## config.mk

```make
export PLATFORM = sky130hd
export DESIGN_NAME = seven_segment_mux_n_flat
export DESIGN_NICKNAME = d
export VERILOG_FILES = /design/src/rtl/seven_seg_pkg.sv /design/src/rtl/seven_segment_mux_n_if.sv /design/src/rtl/seven_seg_lz_mask.sv /design/src/rtl/seven_segment_mux_n.sv /design/src/flat_wrapper.sv
export SDC_FILE = /design/constraint.sdc
export NUM_CORES = 1
export LEC_CHECK = 0
export BUFFER_PORTS_ARGS = -buffer_cell sky130_fd_sc_hd__buf_2
export CELL_PAD_IN_SITES_DETAIL_PLACEMENT = 0
export CELL_PAD_IN_SITES_GLOBAL_PLACEMENT = 2
export CORE_MARGIN = 2
export CORE_UTILIZATION = 37
export DETAILED_ROUTE_END_ITERATION = 8
export PLACE_DENSITY_LB_ADDON = 0.12
export SLEW_MARGIN = 10
export SYNTH_ARGS = -nofsm -noshare
export SYNTH_HDL_FRONTEND = slang
export SYNTH_SLANG_ARGS = --single-unit
export TNS_END_PERCENT = 20
```

## constraint.sdc

```tcl
create_clock -name clk -period 2.1 [get_ports clk]
set_input_delay 0.21 -clock clk [delete_from_list [all_inputs] [get_ports clk]]
set_output_delay 0.21 -clock clk [all_outputs]
set_load 0.1 [all_outputs]
```

## src/rtl/seven_seg_pkg.sv

```systemverilog
// -----------------------------------------------------------------------------
// seven_seg_pkg
// Shared constants for the multiplexed 7-segment driver.
//   - GLYPH_0 .. GLYPH_F : active-low abcdefg patterns (bit 6 = a, bit 0 = g)
//   - SEG_BLANK          : all segments dark in active-low form
//   - hex_to_glyph()     : nibble -> active-low glyph
// -----------------------------------------------------------------------------
package seven_seg_pkg;

    localparam logic [6:0] GLYPH_0   = 7'h01;
    localparam logic [6:0] GLYPH_1   = 7'h4F;
    localparam logic [6:0] GLYPH_2   = 7'h12;
    localparam logic [6:0] GLYPH_3   = 7'h06;
    localparam logic [6:0] GLYPH_4   = 7'h4C;
    localparam logic [6:0] GLYPH_5   = 7'h24;
    localparam logic [6:0] GLYPH_6   = 7'h20;
    localparam logic [6:0] GLYPH_7   = 7'h0F;
    localparam logic [6:0] GLYPH_8   = 7'h00;
    localparam logic [6:0] GLYPH_9   = 7'h04;
    localparam logic [6:0] GLYPH_A   = 7'h08;
    localparam logic [6:0] GLYPH_B   = 7'h60;
    localparam logic [6:0] GLYPH_C   = 7'h31;
    localparam logic [6:0] GLYPH_D   = 7'h42;
    localparam logic [6:0] GLYPH_E   = 7'h30;
    localparam logic [6:0] GLYPH_F   = 7'h38;
    localparam logic [6:0] SEG_BLANK = 7'h7F;

    function automatic logic [6:0] hex_to_glyph(input logic [3:0] nibble);
        logic [6:0] glyph;
        case (nibble)
            4'h0:    glyph = GLYPH_0;
            4'h1:    glyph = GLYPH_1;
            4'h2:    glyph = GLYPH_2;
            4'h3:    glyph = GLYPH_3;
            4'h4:    glyph = GLYPH_4;
            4'h5:    glyph = GLYPH_5;
            4'h6:    glyph = GLYPH_6;
            4'h7:    glyph = GLYPH_7;
            4'h8:    glyph = GLYPH_8;
            4'h9:    glyph = GLYPH_9;
            4'hA:    glyph = GLYPH_A;
            4'hB:    glyph = GLYPH_B;
            4'hC:    glyph = GLYPH_C;
            4'hD:    glyph = GLYPH_D;
            4'hE:    glyph = GLYPH_E;
            default: glyph = GLYPH_F;
        endcase
        return glyph;
    endfunction

endpackage

```

## src/rtl/seven_segment_mux_n_if.sv

```systemverilog
// -----------------------------------------------------------------------------
// seven_segment_mux_n_if
// Display-side bundle of the multiplexed 7-segment driver.
//   master : data source (drives digits/dp_in/blank/lz_suppress/brightness/load)
//   slave  : the driver (drives seg_data/dp_out/AN_value/frame_tick)
// There is no handshake: load is a single-cycle capture strobe and the outputs
// are level signals refreshed every clock; frame_tick marks each frame start.
// -----------------------------------------------------------------------------
interface seven_segment_mux_n_if #(
    parameter int NUM_DIGITS = 4,
    parameter int BRIGHT_W   = 4
);
    logic [4*NUM_DIGITS-1:0] digits;
    logic [NUM_DIGITS-1:0]   dp_in;
    logic [NUM_DIGITS-1:0]   blank;
    logic                    lz_suppress;
    logic [BRIGHT_W-1:0]     brightness;
    logic                    load;
    logic [6:0]              seg_data;
    logic                    dp_out;
    logic [NUM_DIGITS-1:0]   AN_value;
    logic                    frame_tick;

    modport master (
        output digits, dp_in, blank, lz_suppress, brightness, load,
        input  seg_data, dp_out, AN_value, frame_tick
    );

    modport slave (
        input  digits, dp_in, blank, lz_suppress, brightness, load,
        output seg_data, dp_out, AN_value, frame_tick
    );
endinterface

```

## src/rtl/seven_seg_lz_mask.sv

```systemverilog
// -----------------------------------------------------------------------------
// seven_seg_lz_mask
// Combinational leading-zero mask.
//   i_digits : NUM_DIGITS hex nibbles, digit 0 in bits 3:0
//   i_enable : suppression enable
//   o_mask   : bit i set when digit i must be shown dark
// Digit i (i >= 1) is masked when every digit from i upward is zero; digit 0
// is never masked so a zero value still shows one "0".
// -----------------------------------------------------------------------------
module seven_seg_lz_mask #(
    parameter int NUM_DIGITS = 4
) (
    input  logic [4*NUM_DIGITS-1:0] i_digits,
    input  logic                    i_enable,
    output logic [NUM_DIGITS-1:0]   o_mask
);
    always_comb begin
        logic v_zero_run;
        v_zero_run = 1'b1;
        o_mask     = '0;
        // Walk from the most significant digit down; the run of zeros breaks
        // at the first non-zero digit and stays broken below it.
        for (int i = NUM_DIGITS - 1; i >= 1; i--) begin
            v_zero_run = v_zero_run && (i_digits[4*i +: 4] == 4'h0);
            o_mask[i]  = i_enable && v_zero_run;
        end
    end
endmodule

```

## src/rtl/seven_segment_mux_n.sv

```systemverilog
// -----------------------------------------------------------------------------
// seven_segment_mux_n
// Time-multiplexed driver for N common-anode 7-segment digits.
//   clk   : system clock
//   reset : asynchronous, active-low reset
//   bus   : seven_segment_mux_n_if.slave (digit data in, display pins out)
// Each digit owns a slot of 2^PRESCALE_BITS clocks. Digit data is captured
// into shadow registers on load and copied to the active registers only at
// the frame boundary, so a frame never mixes old and new values. All pin
// outputs are registered one clock behind the counter state producing them.
// -----------------------------------------------------------------------------
module seven_segment_mux_n
    import seven_seg_pkg::*;
#(
    parameter int NUM_DIGITS     = 4,
    parameter int PRESCALE_BITS  = 16,
    parameter int BRIGHT_W       = 4,
    parameter int SEG_ACTIVE_LOW = 1,
    parameter int AN_ACTIVE_LOW  = 1
) (
    input  logic                 clk,
    input  logic                 reset,
    seven_segment_mux_n_if.slave bus
);
    localparam int                      IDX_W    = $clog2(NUM_DIGITS);
    localparam logic [PRESCALE_BITS-1:0] CNT_MAX = {PRESCALE_BITS{1'b1}};
    localparam logic [IDX_W-1:0]        IDX_LAST = IDX_W'(NUM_DIGITS - 1);
    localparam logic [6:0]              SEG_OFF  = (SEG_ACTIVE_LOW != 0) ? SEG_BLANK : ~SEG_BLANK;
    localparam logic                    DP_ON    = (SEG_ACTIVE_LOW != 0) ? 1'b0 : 1'b1;
    localparam logic [NUM_DIGITS-1:0]   AN_OFF   = (AN_ACTIVE_LOW != 0) ? {NUM_DIGITS{1'b1}}
                                                                         : {NUM_DIGITS{1'b0}};

    logic [PRESCALE_BITS-1:0] r_slot_cnt;
    logic [IDX_W-1:0]         r_dig_idx;
    logic [4*NUM_DIGITS-1:0]  r_shadow_digits, r_act_digits;
    logic [NUM_DIGITS-1:0]    r_shadow_dp, r_act_dp;
    logic [NUM_DIGITS-1:0]    r_shadow_blank, r_act_blank;
    logic [NUM_DIGITS-1:0]    r_an;
    logic [6:0]               r_seg;
    logic                     r_dp;
    logic                     r_frame_tick;

    logic                     w_slot_wrap;
    logic                     w_frame_end;
    logic                     w_pwm_on;
    logic                     w_digit_on;
    logic [3:0]               w_cur_nib;
    logic [6:0]               w_glyph_raw;
    logic [6:0]               w_glyph;
    logic [NUM_DIGITS-1:0]    w_an_onehot;
    logic [NUM_DIGITS-1:0]    w_an_sel;
    logic [NUM_DIGITS-1:0]    w_lz_mask;

    seven_seg_lz_mask #(.NUM_DIGITS(NUM_DIGITS)) u_lz_mask (
        .i_digits (r_act_digits),
        .i_enable (bus.lz_suppress),
        .o_mask   (w_lz_mask)
    );

    assign w_slot_wrap = (r_slot_cnt == CNT_MAX);
    assign w_frame_end = w_slot_wrap && (r_dig_idx == IDX_LAST);
    // The top BRIGHT_W bits of the slot counter step through 2^BRIGHT_W
    // sub-slots; even full brightness leaves the last sub-slot dark as a
    // ghosting guard between digits.
    assign w_pwm_on    = r_slot_cnt[PRESCALE_BITS-1 -: BRIGHT_W] < bus.brightness;
    assign w_digit_on  = w_pwm_on && !r_act_blank[r_dig_idx];
    assign w_cur_nib   = r_act_digits[4*r_dig_idx +: 4];
    assign w_glyph_raw = hex_to_glyph(w_cur_nib);
    assign w_glyph     = (SEG_ACTIVE_LOW != 0) ? w_glyph_raw : ~w_glyph_raw;
    assign w_an_onehot = NUM_DIGITS'(1) << r_dig_idx;
    assign w_an_sel    = (AN_ACTIVE_LOW != 0) ? ~w_an_onehot : w_an_onehot;

    always_ff @(posedge clk or negedge reset) begin
        if (!reset) begin
            r_slot_cnt      <= '0;
            r_dig_idx       <= '0;
            r_shadow_digits <= '0;
            r_shadow_dp     <= '0;
            r_shadow_blank  <= '0;
            r_act_digits    <= '0;
            r_act_dp        <= '0;
            r_act_blank     <= '0;
            r_an            <= AN_OFF;
            r_seg           <= SEG_OFF;
            r_dp            <= ~DP_ON;
            r_frame_tick    <= 1'b0;
        end else begin
            r_slot_cnt <= r_slot_cnt + PRESCALE_BITS'(1);
            if (w_slot_wrap) begin
                r_dig_idx <= (r_dig_idx == IDX_LAST) ? '0 : r_dig_idx + IDX_W'(1);
            end

            if (bus.load) begin
                r_shadow_digits <= bus.digits;
                r_shadow_dp     <= bus.dp_in;
                r_shadow_blank  <= bus.blank;
            end

            // A load on the boundary cycle is forwarded straight to the
            // active set; the shadow would still hold the previous value.
            if (w_frame_end) begin
                r_act_digits <= bus.load ? bus.digits : r_shadow_digits;
                r_act_dp     <= bus.load ? bus.dp_in  : r_shadow_dp;
                r_act_blank  <= bus.load ? bus.blank  : r_shadow_blank;
            end
            r_frame_tick <= w_frame_end;

            if (w_digit_on) begin
                r_an  <= w_an_sel;
                r_seg <= w_lz_mask[r_dig_idx] ? SEG_OFF : w_glyph;
                r_dp  <= r_act_dp[r_dig_idx] ? DP_ON : ~DP_ON;
            end else begin
                r_an  <= AN_OFF;
                r_seg <= SEG_OFF;
                r_dp  <= ~DP_ON;
            end
        end
    end

    assign bus.AN_value   = r_an;
    assign bus.seg_data   = r_seg;
    assign bus.dp_out     = r_dp;
    assign bus.frame_tick = r_frame_tick;

endmodule

```

## src/flat_wrapper.sv

```systemverilog
// flat-port wrapper written by rule: the top's interface ports become plain ports
module seven_segment_mux_n_flat import seven_seg_pkg::*;
#(
    parameter int NUM_DIGITS     = 4,
    parameter int PRESCALE_BITS  = 16,
    parameter int BRIGHT_W       = 4,
    parameter int SEG_ACTIVE_LOW = 1,
    parameter int AN_ACTIVE_LOW  = 1
)
  (clk, reset, bus_digits, bus_dp_in, bus_blank, bus_lz_suppress, bus_brightness, bus_load, bus_seg_data, bus_dp_out, bus_AN_value, bus_frame_tick);
  seven_segment_mux_n_if #(.NUM_DIGITS(NUM_DIGITS), .BRIGHT_W(BRIGHT_W)) bus_i ();
  input  logic clk;
  input  logic reset;
  input wire logic [$bits(bus_i.digits)-1:0] bus_digits;
  input wire logic [$bits(bus_i.dp_in)-1:0] bus_dp_in;
  input wire logic [$bits(bus_i.blank)-1:0] bus_blank;
  input wire logic [$bits(bus_i.lz_suppress)-1:0] bus_lz_suppress;
  input wire logic [$bits(bus_i.brightness)-1:0] bus_brightness;
  input wire logic [$bits(bus_i.load)-1:0] bus_load;
  output wire logic [$bits(bus_i.seg_data)-1:0] bus_seg_data;
  output wire logic [$bits(bus_i.dp_out)-1:0] bus_dp_out;
  output wire logic [$bits(bus_i.AN_value)-1:0] bus_AN_value;
  output wire logic [$bits(bus_i.frame_tick)-1:0] bus_frame_tick;
  assign bus_i.digits = bus_digits;
  assign bus_i.dp_in = bus_dp_in;
  assign bus_i.blank = bus_blank;
  assign bus_i.lz_suppress = bus_lz_suppress;
  assign bus_i.brightness = bus_brightness;
  assign bus_i.load = bus_load;
  assign bus_seg_data = bus_i.seg_data;
  assign bus_dp_out = bus_i.dp_out;
  assign bus_AN_value = bus_i.AN_value;
  assign bus_frame_tick = bus_i.frame_tick;
  seven_segment_mux_n #(.NUM_DIGITS(NUM_DIGITS), .PRESCALE_BITS(PRESCALE_BITS), .BRIGHT_W(BRIGHT_W), .SEG_ACTIVE_LOW(SEG_ACTIVE_LOW), .AN_ACTIVE_LOW(AN_ACTIVE_LOW)) u_core (.clk(clk), .reset(reset), .bus(bus_i));
endmodule
```

==> flow_summary.ini, run 1 <==
[power_and_ir_drop]
switchingPower_mw = 0.900
seq_power_share = 0.532
pwr_density_cell_nw_per_um2 = 726
p_sw_frac = 0.290
leakage_nw = 2.00
clkPwrFrac = 0.336
combinationalPowerShare = 0.132
ir_drop_mv = 0.256
internal_power_mw = 2.21

[layout]
fin_cells = 456
synthToLayoutAreaGrowth_pct = 16.7
final_area_um2 = 4280
drive_above_1_share = 0.455
final_core_util = 0.442
layout.nets = 364
diodes = 0

[place]
dpl.hpwl_um = 4720
port_buffers = 44
routabilityCongestion = 0.728
dpl.cell_count = 439
dp_slack_ns = 0.0942
dpl_cell_area_um2 = 4090

[global_routing]
gr-total-overflow = 0
grt_first_pass_wirelength_um = 11600
grt_max_degree = 50
grt_pass1_vias = 2194
antenna_found_initial = 0
gr-usage-all-layers = 0.137

[synthesis]
dominantRegCellSynth = dfrtp_1
muxShareOfSynthArea = 0.230
async_reset_ff_frac = 1.00
synth_top_family_by_area = multiplexers
syn-num-nets = 307
synth_top_cells_by_count = dfrtp_1, mux2_2, mux2_4, nand2_1, ha_1
synth_edf_count = 0
synth_top_area_cell = dfrtp_1
synthTopCellsByArea = dfrtp_1, mux2_2, dfstp_2, mux2_4, ha_1
seq_area_frac_synth = 0.542
synth_most_common_cell = dfrtp_1
syn_inst = 261
yosys.area_share.simple = 0.0797
synth_area_um2 = 3670
synth_compound_area_frac = 0.0416
yosysWarningCount = 0
synthAdderAreaFrac = 0.0477
synth_top_area_frac = 0.457
synth_area_per_cell_um2 = 14.1
synth-seq-cells = 79
ys_types = 43
yosys.area_share.xor_xnor = 0.0358

[routing]
ant_nets = 0
drt_wl_total_um = 6700
drtIter0Drc = 65
num_vias = 2153
drc_errors = 0
drt-wirelength-per-cell_um = 14.7
firstDrtPassIters = 4
viasPerCell = 4.72

[clock_network]
clock_sinks = 79
cts_tree = done
clk_pin_slew_worst_paths_ns = 0.09
postCtsSetupRepairBufs = 0
cts_made_buffers = 9
worstSkewPairLatency_ns = 0.35
cts_root_buf = clkbuf_8
cts_max_level = 3
clock_tree.buffer_depth = 2

[floorplanning]
die_h_um = 104
dieArea_um2 = 10700
die_w_um = 104
core_area_um2 = 9680
io_pins = 45
start_util = 0.379
row_count = 36

[sta]
post-route-min-period_ns = 1.96
max_freq_ghz = 0.509
rsz0062_at_grt = false
finalWorstSetupSlack_ns = 0.137
max_slew_margin = 0.587
tns_ns = 0
min_period_over_period = 0.935
clock_skew_ns = 0.00687
hold_viol = 0
slew_violations = 0
worst_pin_slew_ns = 0.620
setup_viol_count_final = 0

[hold_path]
holdPathStages = 2
hp-class = in -> reg

[run_status]
status = completed

[worst_setup_path]
critPathCaptureType = flop
cp.arrival_ns = 2.26
path_class = reg -> reg
cp.required_ns = 2.40
worstSetupStartpointType = flop
worstRegToRegCells = 7
crit_fanout = 7

[job]
max-cap-violations = 0
==> through the flow <==
stage          hold WS [ns]  total power [mW]
2_1_floorplan       -0.0856              1.97
3_3_place_gp          0.280              2.10
3_5_place_dp          0.281              2.10
4_1_cts              0.0806              3.16
5_1_grt              0.0867              3.28
6_report              0.101              3.11
==> worst paths after layout <==
kind,from,slack [ns],endpoint
max in group asynchronous,reset,1.08,u_core.r_act_digits[14]$_DFFE_PN0P_
setup / recovery,u_core.r_dig_idx[0]$_DFFE_PN0P_,0.14,u_core.bus.seg_data[6]$_DFF_PN1_
hold reg to reg,u_core.r_slot_cnt[4]$_DFF_PN0_,0.47,u_core.r_slot_cnt[4]$_DFF_PN0_
min in group asynchronous,reset,0.41,u_core.r_slot_cnt[13]$_DFF_PN0_
setup reg to reg,u_core.r_dig_idx[0]$_DFFE_PN0P_,0.14,u_core.bus.seg_data[6]$_DFF_PN1_
hold / removal,bus_digits[6],0.10,u_core.r_shadow_digits[6]$_DFF_PN0_
==> per-layer routing <==
layer	share of wire	track usage	routed length, um
met5	0	0	0
met4	0.018	0.0550	120
met3	0.040	0.0346	266
met2	0.40	0.177	2680
met1	0.54	0.214	3630
==> power groups by stage <==
stage / clock network [mW] / registers, mW / logic, mW
final: 1.05 / 1.65 / 0.409
after floorplan: 0 / 1.80 / 0.169
after global placement: 0 / 1.68 / 0.414
after CTS: 1.09 / 1.66 / 0.417
after global routing: 1.17 / 1.66 / 0.446
after detailed placement: 0 / 1.69 / 0.414
==> logic make-up (layout without fill, tap and decap cells) <==
family | after synthesis | after routing
AOI/OAI and AO/OA | 19 | 19
xor gates and xnor gates | 15 | 15
adders and majority gates | 14 | 14
buffers and inverters | 17 | 79
DFF | 79 | 79
muxes | 63 | 63
and+or+nand+nor | 54 | 54
==> worst max-delay path, cell delays in order (launching register included) <==
cell	delay (ns)
dfrtp_2	0.46
mux4_2	0.53
inv_1	0.12
ha_1	0.19
nor3b_1	0.22
a311oi_1	0.07
a31o_2	0.22
nand3_1	0.08
==> registers in the layout, indices dropped and copies added, names as in the netlist <==
register,cells
u_core.r_shadow_digits,16
u_core.r_slot_cnt,16
u_core.r_dig_idx,2
u_core.r_shadow_dp,4
u_core.bus.AN_value,4
u_core.r_act_digits,16
u_core.bus.frame_tick,1
u_core.r_act_blank,4
u_core.r_shadow_blank,4
u_core.r_act_dp,4
u_core.bus.dp_out,1
u_core.bus.seg_data,7
==> final cells by class <==
cell class / count / area [um2]
Timing Repair Buffer: 54 / 313
Clock buffer: 9 / 124
Tap cell: 133 / 166
Fill cell: 911 / 5400
Sequential cell: 79 / 1990
Inverter: 9 / 33.8
Clock inverter: 7 / 56.3
Multi-Input combinational cell: 165 / 1600
==> cell usage in the layout, fill, tap and decap left out, drive strengths merged, types with 9 or more instances in the layout <==
cell	n
dfrtp	67
buf	53
mux2	52
nand2	20
ha	14
xnor2	13
dfstp	12
nand3	11
inv	11
clkbuf	9
==> timing repair <==
item,CTS,global route
hold endpoints to repair,36,0
endpoints found under the setup margin,0,1
hold buffers,1,0
gates resized for setup,0,1
Power figures use the tool's default switching activity.
==> run 2, diff against run 1 <==
- CORE_MARGIN: 2 -> unset
- CORE_UTILIZATION: 37 -> 40
- MAX_ROUTING_LAYER: unset -> met4
- clock period: 2.1 -> 1.97 ns (I/O delays scaled with it)
==> run 2 against run 1 <==
The flow now finishes with violations (design-rule violations). Via count rose by 1.7%. Sequential power rose by 7%. Cell count down 3.7%. Sequential share of layout area is 0.97 points lower. Register-to-register slack worse by 0.03 ns. Critical endpoint unchanged.
==> flow_summary.ini, run 2 (synthesis results as in run 1) <==
[floorplanning]
start_util = 0.417
row_count = 34
io_pins = 45
core_area_um2 = 8810
die_h_um = 97.8
die_w_um = 97.8
dieArea_um2 = 9570

[clock_network]
clock_sinks = 79
worstSkewPairLatency_ns = 0.35
clock_tree.buffer_depth = 2
cts_max_level = 3
cts_made_buffers = 9
cts_tree = done
cts_root_buf = clkbuf_8
clk_pin_slew_worst_paths_ns = 0.08

[place]
port_buffers = 44
routabilityCongestion = 0.750
dpl_cell_area_um2 = 4130
dpl.hpwl_um = 4660

[layout]
diodes = 0
mostFrequentLayoutCells = dfrtp_1, buf_2, mux2_2
final_area_um2 = 4380
final_common_cell = dfrtp_1
seqCellArea_um2 = 1990
top_regs = u_core.r_act_digits: 16 flops, u_core.r_shadow_digits: 16 flops, u_core.r_slot_cnt: 16 flops
drive_above_1_share = 0.483
fillers = 813
synthToLayoutAreaGrowth_pct = 19.2
multi_input_area_um2 = 1610
layout.nets = 372

[sta]
min_period_over_period = 0.947
rsz0062_at_grt = false
post-route-min-period_ns = 1.87
max_slew_margin = 0.617
max_freq_ghz = 0.536
worst_pin_slew_ns = 0.575
hold_viol = 0
setup_viol_count_final = 0
slew_violations = 0
tns_ns = 0
clock_skew_ns = 0.00476

[routing]
drtIter0Drc = 81
drc_errors = 8
num_vias = 2190
drt_wl_total_um = 6650
drt-wirelength-per-cell_um = 15.2
viasPerCell = 4.99
firstDrtPassIters = 6
ant_nets = 0

[worst_setup_path]
cp.required_ns = 2.26
path_class = reg -> reg
worstRegToRegCells = 7
critPathCaptureType = flop
reg2reg_slack_ns = 0.10
cp.arrival_ns = 2.16
crit_fanout = 5
worstSetupStartpointType = flop

[run_status]
violations = design-rule violations
status = finished, violations left

[power_and_ir_drop]
leakage_nw = 2.07
ir_drop_mv = 0.395
pwr_density_cell_nw_per_um2 = 806

[global_routing]
gr-total-overflow = 0
grt_max_degree = 42
top_usage_layer = met1
met3_usage = 0.0422
use_met1 = 0.239
antenna_found_initial = 0
grt_pass1_vias = 2255
use_met2 = 0.214
grt_first_pass_wirelength_um = 11700
gr-usage-all-layers = 0.163

[job]
max-cap-violations = 0

[hold_path]
holdPathStages = 2
hp-class = in -> reg
==> run 2: cell count changes in the layout (fill, tap and decap cells not counted), sizes merged <==
| cell | change |
|---|---|
| buf | +8 |
| inv | -1 |
| bufinv | +2 |
| clkinvlp | -1 |
==> run 2: worst paths after layout <==
| check | startpoint | endpoint |
|---|---|---|
| max in group asynchronous | reset | u_core.bus.dp_out$_DFF_PN1_ |
| hold reg to reg | u_core.r_slot_cnt[0]$_DFF_PN0_ | u_core.r_slot_cnt[0]$_DFF_PN0_ |
| hold / removal | bus_dp_in[2] | u_core.r_shadow_dp[2]$_DFF_PN0_ |
| min in group asynchronous | reset | u_core.r_slot_cnt[12]$_DFF_PN0_ |
| setup / recovery | u_core.r_dig_idx[0]$_DFFE_PN0P_ | u_core.bus.seg_data[6]$_DFF_PN1_ |
| setup reg to reg | u_core.r_dig_idx[0]$_DFFE_PN0P_ | u_core.bus.seg_data[6]$_DFF_PN1_ |
==> run 2: report_power, final <==
group,total [mW],internal (mW),leakage (nW),switching (mW)
registers,1.76,1.72,0.964,0.0383
logic,0.441,0.165,1.01,0.276
clock network,1.32,0.715,0.102,0.609
total,3.53,2.60,2.07,0.923
==> run 2: critical path, stage by stage, from the launching register on <==
cell	delay (ns)
dfrtp_2	0.44
mux4_2	0.57
inv_2	0.10
ha_1	0.16
nor3b_2	0.17
a311oi_2	0.07
a31o_2	0.23
nand3_1	0.07
==> run 2: cell type report <==
type,count,area share
Clock buffer,9,0.0283
Inverter,9,0.00772
Multi-Input combinational cell,165,0.368
Clock inverter,7,0.0220
Tap cell,108,0.0309
Timing Repair Buffer,62,0.0880
Sequential cell,79,0.456
==> run 2: metrics by stage <==
stage               setup WS, ns   util  power, mW  cells  hold WS, ns
floorplan                 0.0210      -       2.11    261      -0.0986
global placement          0.0828  0.469       2.24    421        0.217
detailed placement       0.00519  0.469       2.24    421        0.217
CTS                       0.0627  0.495       3.59    438       0.0787
global route              0.0385  0.497       3.70    439       0.0813
finish                     0.104  0.497       3.53    439       0.0967
==> run 2: per-layer routing <==
layer / up-vias / routed length [um]
met4: 0 / 116
met5: - / 0
met1: 1080 / 3540
met2: 41 / 2760
met3: 9 / 234
li1: 1060 / -
==> run 2: timing repair <==
action,in CTS,in global routing
resized for setup,1,3
setup endpoints to repair,1,1
buffers inserted,0,1
endpoints found under the hold margin,27,0
hold buffers,1,0
